[src/rtl/prog_loader_if.sv]
// Byte-stream input and instruction-memory write port of the program loader.
// The loader sits on the slave modport; the byte source and memory sit on master.
interface prog_loader_if #(
  parameter int unsigned ADDR_W = 12
);
  logic              in_valid;
  logic [7:0]        in_data;
  logic              in_ready;
  logic              mem_wren;
  logic [ADDR_W-1:0] mem_addr;
  logic [15:0]       mem_data;

  modport master (
    output in_valid, in_data,
    input  in_ready, mem_wren, mem_addr, mem_data
  );

  modport slave (
    input  in_valid, in_data,
    output in_ready, mem_wren, mem_addr, mem_data
  );
endinterface

[src/rtl/prog_loader.sv]
// Loads a big-endian word image from a byte stream into instruction memory and holds the
// CPU in reset until done. Define LOADER_CHECKSUM_EN to require a trailing mod-256 sum byte.
module prog_loader #(
  parameter int unsigned ADDR_W = 12,
  parameter int unsigned DEPTH  = 4096
) (
  input  logic          CLOCK_50,
  input  logic          reset,
  prog_loader_if.slave  bus,
  output logic          cpu_reset_o,
  output logic          done_o,
  output logic          error_o,
  output logic [12:0]   words_loaded_o
);

  localparam logic [2:0] StCntHi = 3'd0;
  localparam logic [2:0] StCntLo = 3'd1;
  localparam logic [2:0] StDatHi = 3'd2;
  localparam logic [2:0] StDatLo = 3'd3;
  localparam logic [2:0] StChk   = 3'd4;
  localparam logic [2:0] StDone  = 3'd5;
  localparam logic [2:0] StError = 3'd6;

`ifdef LOADER_CHECKSUM_EN
  localparam logic [2:0] StAfterLast = StChk;
`else
  localparam logic [2:0] StAfterLast = StDone;
`endif

  logic [2:0]        state_q, state_d;
  logic [15:0]       count_q, count_d;
  logic [7:0]        hi_q, hi_d;
  logic [12:0]       idx_q, idx_d;
  logic              wren_q, wren_d;
  logic [ADDR_W-1:0] addr_q, addr_d;
  logic [15:0]       data_q, data_d;
  logic              done_q, error_q, cpu_reset_q;
  logic              accept;
`ifdef LOADER_CHECKSUM_EN
  logic [7:0]        acc_q, acc_d;
`endif

  assign bus.in_ready = !reset && (state_q == StCntHi || state_q == StCntLo ||
                                   state_q == StDatHi || state_q == StDatLo ||
                                   state_q == StChk);
  assign accept = bus.in_valid && bus.in_ready;

  always_comb begin
    state_d = state_q;
    count_d = count_q;
    hi_d    = hi_q;
    idx_d   = idx_q;
    wren_d  = 1'b0;
    addr_d  = addr_q;
    data_d  = data_q;
`ifdef LOADER_CHECKSUM_EN
    acc_d   = acc_q;
    if (accept && state_q != StChk) acc_d = acc_q + bus.in_data;
`endif
    if (accept) begin
      case (state_q)
        StCntHi: begin
          count_d = {bus.in_data, 8'h00};
          state_d = StCntLo;
        end
        StCntLo: begin
          count_d = {count_q[15:8], bus.in_data};
          if (32'(count_d) > DEPTH)  state_d = StError;
          else if (count_d == 16'd0) state_d = StAfterLast;
          else                       state_d = StDatHi;
        end
        StDatHi: begin
          hi_d    = bus.in_data;
          state_d = StDatLo;
        end
        StDatLo: begin
          wren_d  = 1'b1;
          addr_d  = ADDR_W'(idx_q);
          data_d  = {hi_q, bus.in_data};
          idx_d   = idx_q + 13'd1;
          // idx_q counts words before this one, so +1 reaching N marks the last word
          state_d = (({3'b000, idx_q} + 16'd1) == count_q) ? StAfterLast : StDatHi;
        end
`ifdef LOADER_CHECKSUM_EN
        StChk: state_d = (bus.in_data == acc_q) ? StDone : StError;
`endif
        default: ;
      endcase
    end
  end

  always_ff @(posedge CLOCK_50) begin
    if (reset) begin
      state_q     <= StCntHi;
      count_q     <= 16'd0;
      hi_q        <= 8'd0;
      idx_q       <= 13'd0;
      wren_q      <= 1'b0;
      addr_q      <= '0;
      data_q      <= 16'd0;
      done_q      <= 1'b0;
      error_q     <= 1'b0;
      cpu_reset_q <= 1'b1;
`ifdef LOADER_CHECKSUM_EN
      acc_q       <= 8'd0;
`endif
    end else begin
      state_q     <= state_d;
      count_q     <= count_d;
      hi_q        <= hi_d;
      idx_q       <= idx_d;
      wren_q      <= wren_d;
      addr_q      <= addr_d;
      data_q      <= data_d;
      done_q      <= (state_d == StDone);
      error_q     <= (state_d == StError);
      cpu_reset_q <= (state_d != StDone);
`ifdef LOADER_CHECKSUM_EN
      acc_q       <= acc_d;
`endif
    end
  end

  assign bus.mem_wren   = wren_q;
  assign bus.mem_addr   = addr_q;
  assign bus.mem_data   = data_q;
  assign cpu_reset_o    = cpu_reset_q;
  assign done_o         = done_q;
  assign error_o        = error_q;
  assign words_loaded_o = idx_q;

endmodule

[src/flat_wrapper.sv]
// flat-port wrapper written by rule: the top's interface ports become plain ports
module prog_loader_flat 
#(
  parameter int unsigned ADDR_W = 12,
  parameter int unsigned DEPTH  = 4096
)
  (CLOCK_50, reset, cpu_reset_o, done_o, error_o, words_loaded_o, bus_in_valid, bus_in_data, bus_in_ready, bus_mem_wren, bus_mem_addr, bus_mem_data);
  prog_loader_if #(.ADDR_W(ADDR_W)) bus_i ();
  input  logic CLOCK_50;
  input  logic reset;
  output logic cpu_reset_o;
  output logic done_o;
  output logic error_o;
  output logic [12:0] words_loaded_o;
  input wire logic [$bits(bus_i.in_valid)-1:0] bus_in_valid;
  input wire logic [$bits(bus_i.in_data)-1:0] bus_in_data;
  output wire logic [$bits(bus_i.in_ready)-1:0] bus_in_ready;
  output wire logic [$bits(bus_i.mem_wren)-1:0] bus_mem_wren;
  output wire logic [$bits(bus_i.mem_addr)-1:0] bus_mem_addr;
  output wire logic [$bits(bus_i.mem_data)-1:0] bus_mem_data;
  assign bus_i.in_valid = bus_in_valid;
  assign bus_i.in_data = bus_in_data;
  assign bus_in_ready = bus_i.in_ready;
  assign bus_mem_wren = bus_i.mem_wren;
  assign bus_mem_addr = bus_i.mem_addr;
  assign bus_mem_data = bus_i.mem_data;
  prog_loader #(.ADDR_W(ADDR_W), .DEPTH(DEPTH)) u_core (.CLOCK_50(CLOCK_50), .reset(reset), .bus(bus_i), .cpu_reset_o(cpu_reset_o), .done_o(done_o), .error_o(error_o), .words_loaded_o(words_loaded_o));
endmodule
[config.mk]
export PLATFORM = sky130hd
export DESIGN_NAME = prog_loader_flat
export DESIGN_NICKNAME = d
export VERILOG_FILES = /design/src/rtl/prog_loader_if.sv /design/src/rtl/prog_loader.sv /design/src/flat_wrapper.sv
export SDC_FILE = /design/constraint.sdc
export NUM_CORES = 1
export LEC_CHECK = 0
export ABC_AREA = 1
export CORE_MARGIN = 1.5
export CORE_UTILIZATION = 41
export CTS_CLUSTER_DIAMETER = 80
export DETAILED_ROUTE_END_ITERATION = 8
export PLACE_DENSITY = 0.64
export SLEW_MARGIN = 5
export SYNTH_ARGS = -nofsm -noshare
export SYNTH_HDL_FRONTEND = slang
export SYNTH_SLANG_ARGS = --single-unit
[constraint.sdc]
create_clock -name CLOCK_50 -period 2.3 [get_ports CLOCK_50]
set_input_delay 0.575 -clock CLOCK_50 [delete_from_list [all_inputs] [get_ports CLOCK_50]]
set_output_delay 0.575 -clock CLOCK_50 [all_outputs]
set_load 0.03 [all_outputs]
### After elaboration in Yosys (flattened, before gate mapping)

Index checks and enable logic that the tools add are counted.

| word-level totals | value |
|---|---|
| register bits | 72 |
| input bits | 11 |
| logic and storage cells | 46 |

| operators by class | value |
|---|---|
| add/subtract/negate cells | 2 |
| magnitude comparators | 1 |
| eq/ne operators | 8 |
| mux-type cells | 7 |
| bitwise operators | 2 |
| reductions and logical operators | 15 |

Operators by type and width:

| operator | count |
|---|---|
| $pmux W16 S2 | 1 |
| $eq A16 B16 Y1 | 1 |
| $gt A16 B13 Y1 const B | 1 |
| $logic_not A16 Y1 | 1 |
| $add A13 B1 Y14 const B | 1 |
| $add A13 B1 Y13 const B | 1 |
| $mux W3 | 4 |
| $pmux W3 S4 | 1 |
| $eq A3 B3 Y1 const B | 3 |
| $eq A3 B2 Y1 const B | 2 |
| $reduce_and A2 Y1 | 3 |
| $logic_or A1 B1 Y1 | 4 |
| $eq A3 B1 Y1 const B | 1 |
| $logic_not A3 Y1 | 1 |
| $ne A3 B3 Y1 const B | 1 |
| $reduce_and A3 Y1 | 1 |
| $logic_and A1 B1 Y1 | 2 |
| $not A1 Y1 | 2 |
| $reduce_bool A2 Y1 | 1 |
| $reduce_or A2 Y1 | 1 |
| $logic_not A1 Y1 | 1 |
| $mux W1 | 1 |

### Depth between registers and ports, before layout

Gate-level depths: netlist of the first run.

| logic depth | value |
|---|---|
| word-level depth | 9 |
| mapped depth | 17 |
| gate-level depth less buffers | 17 |

### Worst setup path before layout of the first run

Ideal clock, no wire load.

| timing | value |
|---|---|
| kind | input -> register |
| start | in reset |
| end | reg u_core.cpu_reset_q (netlist: u_core.cpu_reset_o) |
| library setup time | 0.122 ns |
| data arrival time | 2.050 ns |
| setup slack | 0.128 ns |
| cell stages on the path | 9 |
| cell sequence | clkbuf_1 a21oi_2 nand2_1 nor2_2 inv_2 nor2_2 a21oi_1 a21oi_2 nand3_1 |

| between the ends | value |
|---|---|
| cells in the longest elaborated chain, start to end | 5 |

RTL lines:

| element | RTL line | source |
|---|---|---|
| from (decl) | flat_wrapper.sv:10 | `input logic reset;` |
| $logic_not A1 Y1 | prog_loader.sv:43 | `assign bus.in_ready = !reset && (state_q == StCntHi \|\| state_q == StCntLo \|\|` |
| $logic_and A1 B1 Y1 | prog_loader.sv:43 |  |
| named net bus_in_ready | flat_wrapper.sv:17 | `output wire logic [$bits(bus_i.in_ready)-1:0] bus_in_ready;` |
| $logic_and A1 B1 Y1 | prog_loader.sv:46 | `assign accept = bus.in_valid && bus.in_ready;` |
| $mux W3 | prog_loader.sv:60 | `if (accept) begin` |
| $ne A3 B3 Y1 | prog_loader.sv:117 | `cpu_reset_q <= (state_d != StDone);` |
| to (signal assigned) | prog_loader.sv:117 |  |
| to (decl) | prog_loader.sv:37 | `logic done_q, error_q, cpu_reset_q;` |

The timed path passes the listed nets, and every way through them passes these cells.
A chain may end at the register's enable or synchronous reset.

### Worst setup path after layout of the first run

| timing | value |
|---|---|
| start | reg u_core.idx_q[0] (netlist: u_core.words_loaded_o[0]) |
| end | out words_loaded_o[0] |

RTL lines:

| element | RTL line | source |
|---|---|---|
| from (decl) | prog_loader.sv:33 | `logic [12:0] idx_q, idx_d;` |
| from (signal assigned) | prog_loader.sv:111 | `idx_q <= idx_d;` |
| to (decl) | flat_wrapper.sv:14 | `output logic [12:0] words_loaded_o;` |

No word-level cell between the ends.

==> metrics.txt, run 1 <==
die area 8710 um^2; Initial Util 42.8%; via count 3327; # DRC 0; I/O Buffers 56; Post-DRT Antenna Nets 0; Worst EP required 1730 ps; Setup CP Type reg -> out; height of the die 93.3 um; critical path peak fanout 7; total congestion overflow 0; Final HPWL DP 6.18 mm; Lkg Pwr 0.00173 uW; first-pass GRT wire length 14.8 mm; post-route cell area 4330 um^2; Fin. Hold Viols 0; Die W 93.3 um; max-cap viol count 0; reg2reg path depth 14; clock sinks 72; DRT iter0 DRCs 92; FF-to-FF Start u_core.words_loaded_o[0]$_SDFFE_PP0P_; Final GP Congestion 0.921; Crit. End Element output port; largest net degree at the start of global routing 57; Row Count 32; TritonCTS clock tree yes; Syn Area/Cell 6.87 um^2; Top Ports 57; wirelength, routed 8.65 mm; clock slew at reported path FFs 90 ps; Reg-to-Reg End u_core.cpu_reset_o$_SDFF_PP1_; fraction of registers with async set/reset 0%; Slew Viols, Final 0; drt wl/cell 13.0 um; antenna violations before repair 0; Post-synth EDFFs 0; vias in the first global route 3115; post-route insts no fill 663; Total GRT Usage 21.7%; R2R Setup Slk 210 ps; Area Growth Syn to Fin 29.4%; syn nets 499; Unique masters post-synth 27; vias per std cell 5.02; Num CTS Buffers 9; Setup-failing EPs final 0; drt pass-1 iters 4; RSZ-0062 raised after global routing false; Power per Cell Area 592 nW/um^2; sum of negative setup slack 0 ps; final worst slack 194 ps; register bit total from synthesis 72; Syn Inst Count 487; mapped cell area 3340 um^2; Synth Flop Type dfxtp_1; CTS Buffer Depth 2; CP Launch Point u_core.words_loaded_o[0]$_SDFFE_PP0P_; slew at the pin with the worst max-slew slack 438 ps; Slew headroom 70.6%; placed insts 646; fin crit share 91.6%; worst path arrival time 1530 ps; status finished, final reports clean; worst min-delay path class reg -> reg; layout cells sized above 1 10.5%; clock skew 6.58 ps; CTS Hold Bufs 0; post-layout min period 2110 ps; Ant. Diodes 0; fmax 475 MHz; clock tree root driver cell clkbuf_8; H-tree Lvls 3; worst vdd ir 243 uV; Nets 568; register area share after synthesis 43.1%; number of synthesis warnings 0; floorplan core area 7810 um^2; pre-CTS setup slack 87.0 ps; Setup crit end words_loaded_o[0]; Cell Area, Placed 4110 um^2; crit start category flop; clk_lat worst skew 360 ps
==> stage by stage <==
stage                     hold slack, ps  util, %  total power, uW
after floorplan                      437        -             1460
after global placement               457     52.6             1550
after detailed placement             455     52.6             1550
after CTS                            471     55.2             2590
after global routing                 488     55.4             2670
final                                464     55.4             2560
==> placed cells by master, fill, tap and decap left out, types with 2 or more instances in the layout <==
cell / Yosys / routed
clkinvlp_4: 0 / 3
nor2_1: 39 / 38
clkbuf_8: 0 / 9
inv_1: 51 / 51
a211oi_1: 9 / 9
a21oi_1: 55 / 55
inv_2: 2 / 2
o21ai_0: 32 / 32
nor2_4: 3 / 3
nand4_1: 9 / 9
clkdlybuf4s50_1: 0 / 55
dfxtp_2: 0 / 5
inv_6: 0 / 3
nand2_1: 132 / 132
buf_4: 0 / 19
nand3_2: 3 / 3
nor2_2: 4 / 5
nand3_1: 42 / 42
dfxtp_1: 72 / 67
o211ai_1: 2 / 2
a31oi_1: 2 / 2
nor3_1: 3 / 3
a21oi_2: 2 / 2
==> sequential cells by signal (all words and copies together) (netlist names) <==
signal	cells
u_core.bus.mem_data	16
u_core.count_q	16
u_core.words_loaded_o	13
u_core.bus.mem_addr	12
u_core.hi_q	8
u_core.state_q	3
u_core.bus.mem_wren	1
u_core.cpu_reset_o	1
u_core.done_o	1
u_core.error_o	1
==> cell families after synthesis <==
| family | synth area share, % |
|---|---|
| flip-flops | 43.1 |
| buffers and inverters | 8.23 |
| adder cells (fa/ha/maj) | 0.374 |
| AND/OR/NAND/NOR | 31.4 |
| XOR/XNOR | 0.262 |
| AO/OA/AOI/OAI | 16.6 |
==> cell usage after synthesis, drive strengths merged, types with 2 or more instances <==
cell type | count | area (um^2)
inv | 53 | 199
a31oi | 2 | 12.5
dfxtp | 72 | 1440
clkbuf | 10 | 37.5
nand2 | 133 | 502
nor2 | 47 | 225
nand4 | 9 | 56.3
buf | 7 | 35.0
a211oi | 9 | 67.6
o211ai | 2 | 15.0
a21oi | 57 | 293
nor3 | 3 | 15.0
o21ai | 32 | 160
nand3 | 45 | 240
==> power by group <==
part           internal, uW  switching (uW)  total [uW]
Sequential             1270            20.0        1290
Combinational          88.9             143         232
Clock                   511             527        1040
==> area by class of cell <==
| class | count | area, um^2 |
|---|---|---|
| inverters | 54 | 203 |
| flip-flops and latches | 72 | 1450 |
| well taps | 102 | 128 |
| clock buffers | 9 | 124 |
| clock inverters | 7 | 78.8 |
| fillers | 785 | 3480 |
| repair buffers | 75 | 713 |
| multi-input cells | 344 | 1630 |
==> how the worst min path moves through the flow <==
stage	startpoint	endpoint	slack [ps]	depth (start not counted)
2_1_floorplan	u_core.hi_q[7]$_SDFFE_PP0P_	u_core.bus.mem_data[15]$_SDFFE_PP0P_	440	2
3_3_place_gp	u_core.bus.mem_data[10]$_SDFFE_PP0P_	u_core.bus.mem_data[10]$_SDFFE_PP0P_	460	2
3_5_place_dp	u_core.hi_q[0]$_SDFFE_PP0P_	u_core.bus.mem_data[8]$_SDFFE_PP0P_	450	2
4_1_cts	u_core.hi_q[7]$_SDFFE_PP0P_	u_core.bus.mem_data[15]$_SDFFE_PP0P_	470	2
5_1_grt	u_core.hi_q[6]$_SDFFE_PP0P_	u_core.bus.mem_data[14]$_SDFFE_PP0P_	490	2
6_report	u_core.hi_q[7]$_SDFFE_PP0P_	u_core.bus.mem_data[15]$_SDFFE_PP0P_	460	2
==> worst max-delay path, cell delays in order (launching register included) <==
cell and delay (ps):
dfxtp_1 340, buf_4 150, clkdlybuf4s50_1 670
==> layer usage <==
layer	vias to the layer above	track usage [%]	part of all wire, %
met4	0	9.97	2.1
met1	1491	28.9	48
met3	15	3.58	4.8
met2	89	34.3	46
li1	1732	-	-
met5	-	0	0
==> timing repair <==
item / CTS / global route
buffers inserted: 0 / 1
setup endpoints to repair: 0 / 3
resized for setup: 0 / 7
(Power assumes the default switching activity.)
==> inputs of run 2 (changes only) <==
==> constraint.sdc (replaced) <==
create_clock -name CLOCK_50 -period 2.07 [get_ports CLOCK_50]
set_input_delay 0.5175 -clock CLOCK_50 [delete_from_list [all_inputs] [get_ports CLOCK_50]]
set_output_delay 0.5175 -clock CLOCK_50 [all_outputs]
set_load 0.03 [all_outputs]
==> metrics.txt, run 2 (same netlist as run 1, synthesis figures left out) <==
status finished, final reports clean; Die W 93.3 um (unchanged); largest net degree at the start of global routing 37 (-35%); post-route insts no fill 678 (+2.3%); crit start category flop; H-tree Lvls 3 (unchanged); Setup CP Type reg -> reg; vias in the first global route 3225 (+3.5%); Final HPWL DP 6.50 mm (+5.1%); fin crit share 97.9%; Worst EP required 2300 ps (+570 ps); Total GRT Usage 22.0% (+0.28 points); Final GP Congestion 0.898 (-2.5%); clk_lat worst skew 350 ps (about the same); floorplan core area 7810 um^2 (unchanged); Area Growth Syn to Fin 35.4%; worst vdd ir 268 uV (+11%); Crit. End Element flop; Slew headroom 69.4% (-1.1 points); # DRC 0 (unchanged); Power per Cell Area 604 nW/um^2 (+2.1%); Setup-failing EPs final 0 (unchanged); worst min-delay path class reg -> reg; antenna violations before repair 0 (unchanged); Fin. Hold Viols 0 (unchanged); clock sinks 72 (unchanged); Row Count 32 (unchanged); fmax 493 MHz; critical path peak fanout 5 (-2); I/O Buffers 56 (unchanged); placed insts 655 (+1.4%); first-pass GRT wire length 15.0 mm (+1.4%); pre-CTS setup slack -54.1 ps (-141 ps); slew at the pin with the worst max-slew slack 454 ps (+16.9 ps); Lkg Pwr 0.00190 uW (+10%); sum of negative setup slack 0 ps (unchanged); drt pass-1 iters 4 (unchanged); RSZ-0062 raised after global routing true; commonest cells after routing, fill and taps aside nand2_1, dfxtp_1, a21oi_1; wirelength, routed 9.07 mm (+4.9%); vias per std cell 5.01 (about the same); DRT iter0 DRCs 108 (+17%); Initial Util 42.8% (unchanged); Final Power 2740 uW (+6.8%); max-cap viol count 0 (unchanged); drt wl/cell 13.4 um (+2.5%); CTS Hold Bufs 0 (unchanged); commonest non-fill, non-tap cell in the layout nand2_1; CTS Buffer Depth 2 (unchanged); worst path arrival time 2260 ps (+730 ps); TritonCTS clock tree yes; Slew Viols, Final 0 (unchanged); clock slew at reported path FFs 80 ps (about the same); height of the die 93.3 um (unchanged); R2R Setup Slk 40 ps (-170 ps); Top Ports 57 (unchanged); clock skew 8.09 ps (+1.51 ps); clock tree root driver cell clkbuf_8; via count 3400 (+2.2%); Ant. Diodes 0 (unchanged); Post-DRT Antenna Nets 0 (unchanged); post-layout min period 2030 ps; layout cells sized above 1 15.6% (+5.1 points); Num CTS Buffers 9 (unchanged); final worst slack 43.3 ps (-151 ps); total congestion overflow 0 (unchanged); die area 8710 um^2 (unchanged); worst hold margin 464 ps (-0.146 ps); fill cell count 739 (-5.9%); Nets 583 (+2.6%)
## run 2: critical path, cell delays in order (launching register included)
cell and delay, ps:
dfxtp_4 370, ha_4 160, nand2_4 80, nor2_8 130, buf_12 130, nand2_4 50
nand2_2 70, nand2_2 70, nand2_1 60, nand2_1 60, nor2_2 110, nand2_1 60
nor2_1 110, nand3_1 130, nand2_2 140, nand2_2 70, inv_1 50, nand3_1 70
## run 2: final cells by class
type,count,area (um^2),area share (%)
Clock inverter,7,53.8,1.19
Clock buffer,9,124,2.73
Multi-Input combinational cell,344,1710,37.7
Timing Repair Buffer,90,861,19.0
Inverter,54,203,4.48
Tap cell,102,128,2.82
Sequential cell,72,1460,32.1
## run 2: through the flow
stage	area [um^2]	utilization, %
finish	4530	58.0
global route	4530	58.0
CTS	4360	55.9
detailed placement	4180	53.6
global placement	4180	53.6
floorplan	3350	-
## run 2: repair_timing
action                                  CTS  global route
gates resized for setup                   1            37
buffers inserted                          0             7
endpoints found under the setup margin    1            13
gates cloned                              0             0
pin swaps                                 0            23
## run 2: final timing paths
path | end | startpoint | cells after the start
hold / removal | u_core.bus.mem_data[8]$_SDFFE_PP0P_ | u_core.hi_q[0]$_SDFFE_PP0P_ | 2
setup / recovery | u_core.cpu_reset_o$_SDFF_PP1_ | u_core.words_loaded_o[1]$_SDFFE_PP0P_ | 17
hold reg to reg | u_core.bus.mem_data[8]$_SDFFE_PP0P_ | u_core.hi_q[0]$_SDFFE_PP0P_ | 2
setup reg to reg | u_core.cpu_reset_o$_SDFF_PP1_ | u_core.words_loaded_o[1]$_SDFFE_PP0P_ | 17
## run 2: per-layer routing
metal	GRT usage, %	share of wire (%)	vias to the layer above
met5	0	0	-
met1	28.8	48	1534
met2	34.3	46	83
met4	9.09	2.1	0
li1	-	-	1765
met3	5.61	4.5	18
## run 2: where the power goes
group,internal [uW],switching [uW]
Sequential,1410,22.6
Combinational,109,164
Clock,445,586
Total,1960,773
==> inputs of run 3 (changes only) <==
--- a/config.mk
+++ b/config.mk
@@ -7,10 +7,10 @@
 export LEC_CHECK = 0
 export ABC_AREA = 1
 export CORE_MARGIN = 1.5
-export CORE_UTILIZATION = 41
+export CORE_UTILIZATION = 26
 export CTS_CLUSTER_DIAMETER = 80
 export DETAILED_ROUTE_END_ITERATION = 8
-export PLACE_DENSITY = 0.64
+export PLACE_DENSITY = 0.45
 export SLEW_MARGIN = 5
 export SYNTH_ARGS = -nofsm -noshare
 export SYNTH_HDL_FRONTEND = slang
==> metrics.txt, run 3 (same netlist as run 1, synthesis figures left out) <==
Nets 587 (+0.69%); Top Ports 57 (unchanged); Row Count 41 (+28%); fin crit share 97.3% (-0.62 points); fmax 497 MHz (+0.64%); I/O Buffers 56 (unchanged); Slew Viols, Final 0 (unchanged); Sequential Power Share 45.5% (-6.8 points); max-cap viol count 0 (unchanged); vias in the first global route 3321 (+3.0%); via count 3433 (+0.97%); first-pass GRT wire length 16.5 mm (+9.7%); H-tree Lvls 3 (unchanged); Post-DRT Antenna Nets 0 (unchanged); Worst EP required 1550 ps (-750 ps); Setup-failing EPs final 0 (unchanged); crit start category flop; Area Growth Syn to Fin 42.7%; Slew headroom 65.4% (-4.1 points); clk_lat worst skew 330 ps (-20 ps); Lkg Pwr 0.00194 uW (+2.0%); die area 13600 um^2 (+56%); drt wl/cell 13.6 um (+2.0%); status finished, final reports clean; height of the die 116 um (+25%); vias per std cell 4.57 (-9.0%); Cell Area, Placed 4280 um^2 (+2.5%); internal power 2360 uW (+20%); # DRC 0 (unchanged); reg2reg path depth 15 (-2); sum of negative setup slack 0 ps (unchanged); post-layout min period 2010 ps (-12.9 ps); Clk pwr share 45.3% (+7.6 points); placed insts 727 (+11%); DRT iter0 DRCs 174 (+61%); R2R Setup Slk 90 ps (+50 ps); Power per Cell Area 661 nW/um^2 (+9.5%); largest net degree at the start of global routing 37 (unchanged); Sw Ratio 25.1% (-3.1 points); RSZ-0062 raised after global routing true; hold path depth 2 (unchanged); commonest cells after routing, fill and taps aside nand2_1, dfxtp_1, a21oi_1; worst path arrival time 1500 ps (-760 ps); total congestion overflow 0 (unchanged); Final GP Congestion 0.811 (-9.7%); clock slew at reported path FFs 60 ps (-20 ps); antenna violations before repair 0 (unchanged); critical path peak fanout 4 (-1); wirelength, routed 10.3 mm (+13%); drt pass-1 iters 4 (unchanged); Ant. Diodes 0 (unchanged); worst min-delay path class reg -> reg; worst hold path endpoint u_core.bus.mem_data[13]$_SDFFE_PP0P_; clock skew 6.61 ps (-1.48 ps); Fin. Hold Viols 0 (unchanged); commonest non-fill, non-tap cell in the layout nand2_1; TritonCTS clock tree yes; Crit. End Element output port; Initial Util 26.6% (-16 points); Die W 116 um (+25%); FF-to-FF Start u_core.words_loaded_o[0]$_SDFFE_PP0P_; hold_sp u_core.hi_q[5]$_SDFFE_PP0P_; CTS Buffer Depth 2 (unchanged); clock tree root driver cell clkbuf_16; Num CTS Buffers 9 (unchanged); slew at the pin with the worst max-slew slack 515 ps (+60.3 ps); Final Util 38.0% (-20 points); Final HPWL DP 7.29 mm (+12%); Reg-to-Reg End u_core.cpu_reset_o$_SDFF_PP1_; post-route insts no fill 752 (+11%); Sw Pwr 793 uW (+2.6%); post-route cell area 4770 um^2 (+5.4%); layout cells sized above 1 17.8% (+2.1 points); clock sinks 72 (unchanged); Comb pwr share 9.2% (-0.8 points); Total GRT Usage 15.9% (-6.1 points); floorplan core area 12600 um^2 (+61%); Setup CP Type reg -> out; worst vdd ir 403 uV (+50%)
-- run 3: cell types whose count changed in the layout (fill, tap and decap cells not counted), sizes merged --
cell,before,now
dlygate4sd2,0,1
nor2,47,48
clkinv,2,3
clkinvlp,3,4
dlymetal6s2s,3,2
clkbuf,9,11
buf,35,38
inv,56,52
-- run 3: cell type report --
class                           instances  area, um^2
Multi-Input combinational cell        345        1760
Clock inverter                          5        32.5
Timing Repair Buffer                   93         863
Tap cell                              172         215
Sequential cell                        72        1460
Fill cell                            1342        7800
Inverter                               54         206
Clock buffer                           11         243
-- run 3: per-stage QoR --
step                      total power, uW  worst slack [ps]  hold slack (ps)
after floorplan                      1620              4.26              437
after global placement               1740             -83.5              454
after detailed placement             1740              -124              456
after CTS                            3180              3.58              465
after global routing                 3290             -68.0              480
final                                3160              56.2              458
-- run 3: how the worst max path moves through the flow --
stage / start / endpoint / cells after the start
after floorplan: u_core.words_loaded_o[1]$_SDFFE_PP0P_ / u_core.cpu_reset_o$_SDFF_PP1_ / 12
after global placement: reset / u_core.count_q[8]$_SDFFE_PP0P_ / 9
after detailed placement: bus_in_data[7] / u_core.cpu_reset_o$_SDFF_PP1_ / 9
after CTS: u_core.words_loaded_o[6]$_SDFFE_PP0P_ / words_loaded_o[6] / 2
after global routing: u_core.words_loaded_o[0]$_SDFFE_PP0P_ / u_core.done_o$_SDFF_PP0_ / 16
final: u_core.words_loaded_o[3]$_SDFFE_PP0P_ / words_loaded_o[3] / 2
-- run 3: per-layer routing --
metal	track usage [%]	routed length [um]	part of all wire, %	vias up
met5	0	0	0	-
met4	6.83	274	2.7	0
met3	3.89	524	5.1	22
met2	26.8	4750	46	91
met1	19.5	4710	46	1540
li1	-	-	-	1780
-- run 3: worst max-delay path: stages (launching register included) --
cell and delay [ps]:
dfxtp_4 370, buf_4 130, clkdlybuf4s50_1 660
-- run 3: timing repair --
item,4_1_cts,5_1_grt
endpoints found under the setup margin,2,8
pin swaps,1,20
hold buffers,0,0
resized for setup,6,39
buffers inserted,0,8
gates cloned,1,0
-- run 3: power by group through the flow --
| stage | clock, uW | sequential [uW] | combinational [uW] |
|---|---|---|---|
| after floorplan | 0 | 1470 | 147 |
| after global placement | 0 | 1470 | 272 |
| after detailed placement | 0 | 1470 | 274 |
| after CTS | 1470 | 1440 | 276 |
| after global routing | 1530 | 1440 | 323 |
| final | 1430 | 1430 | 290 |
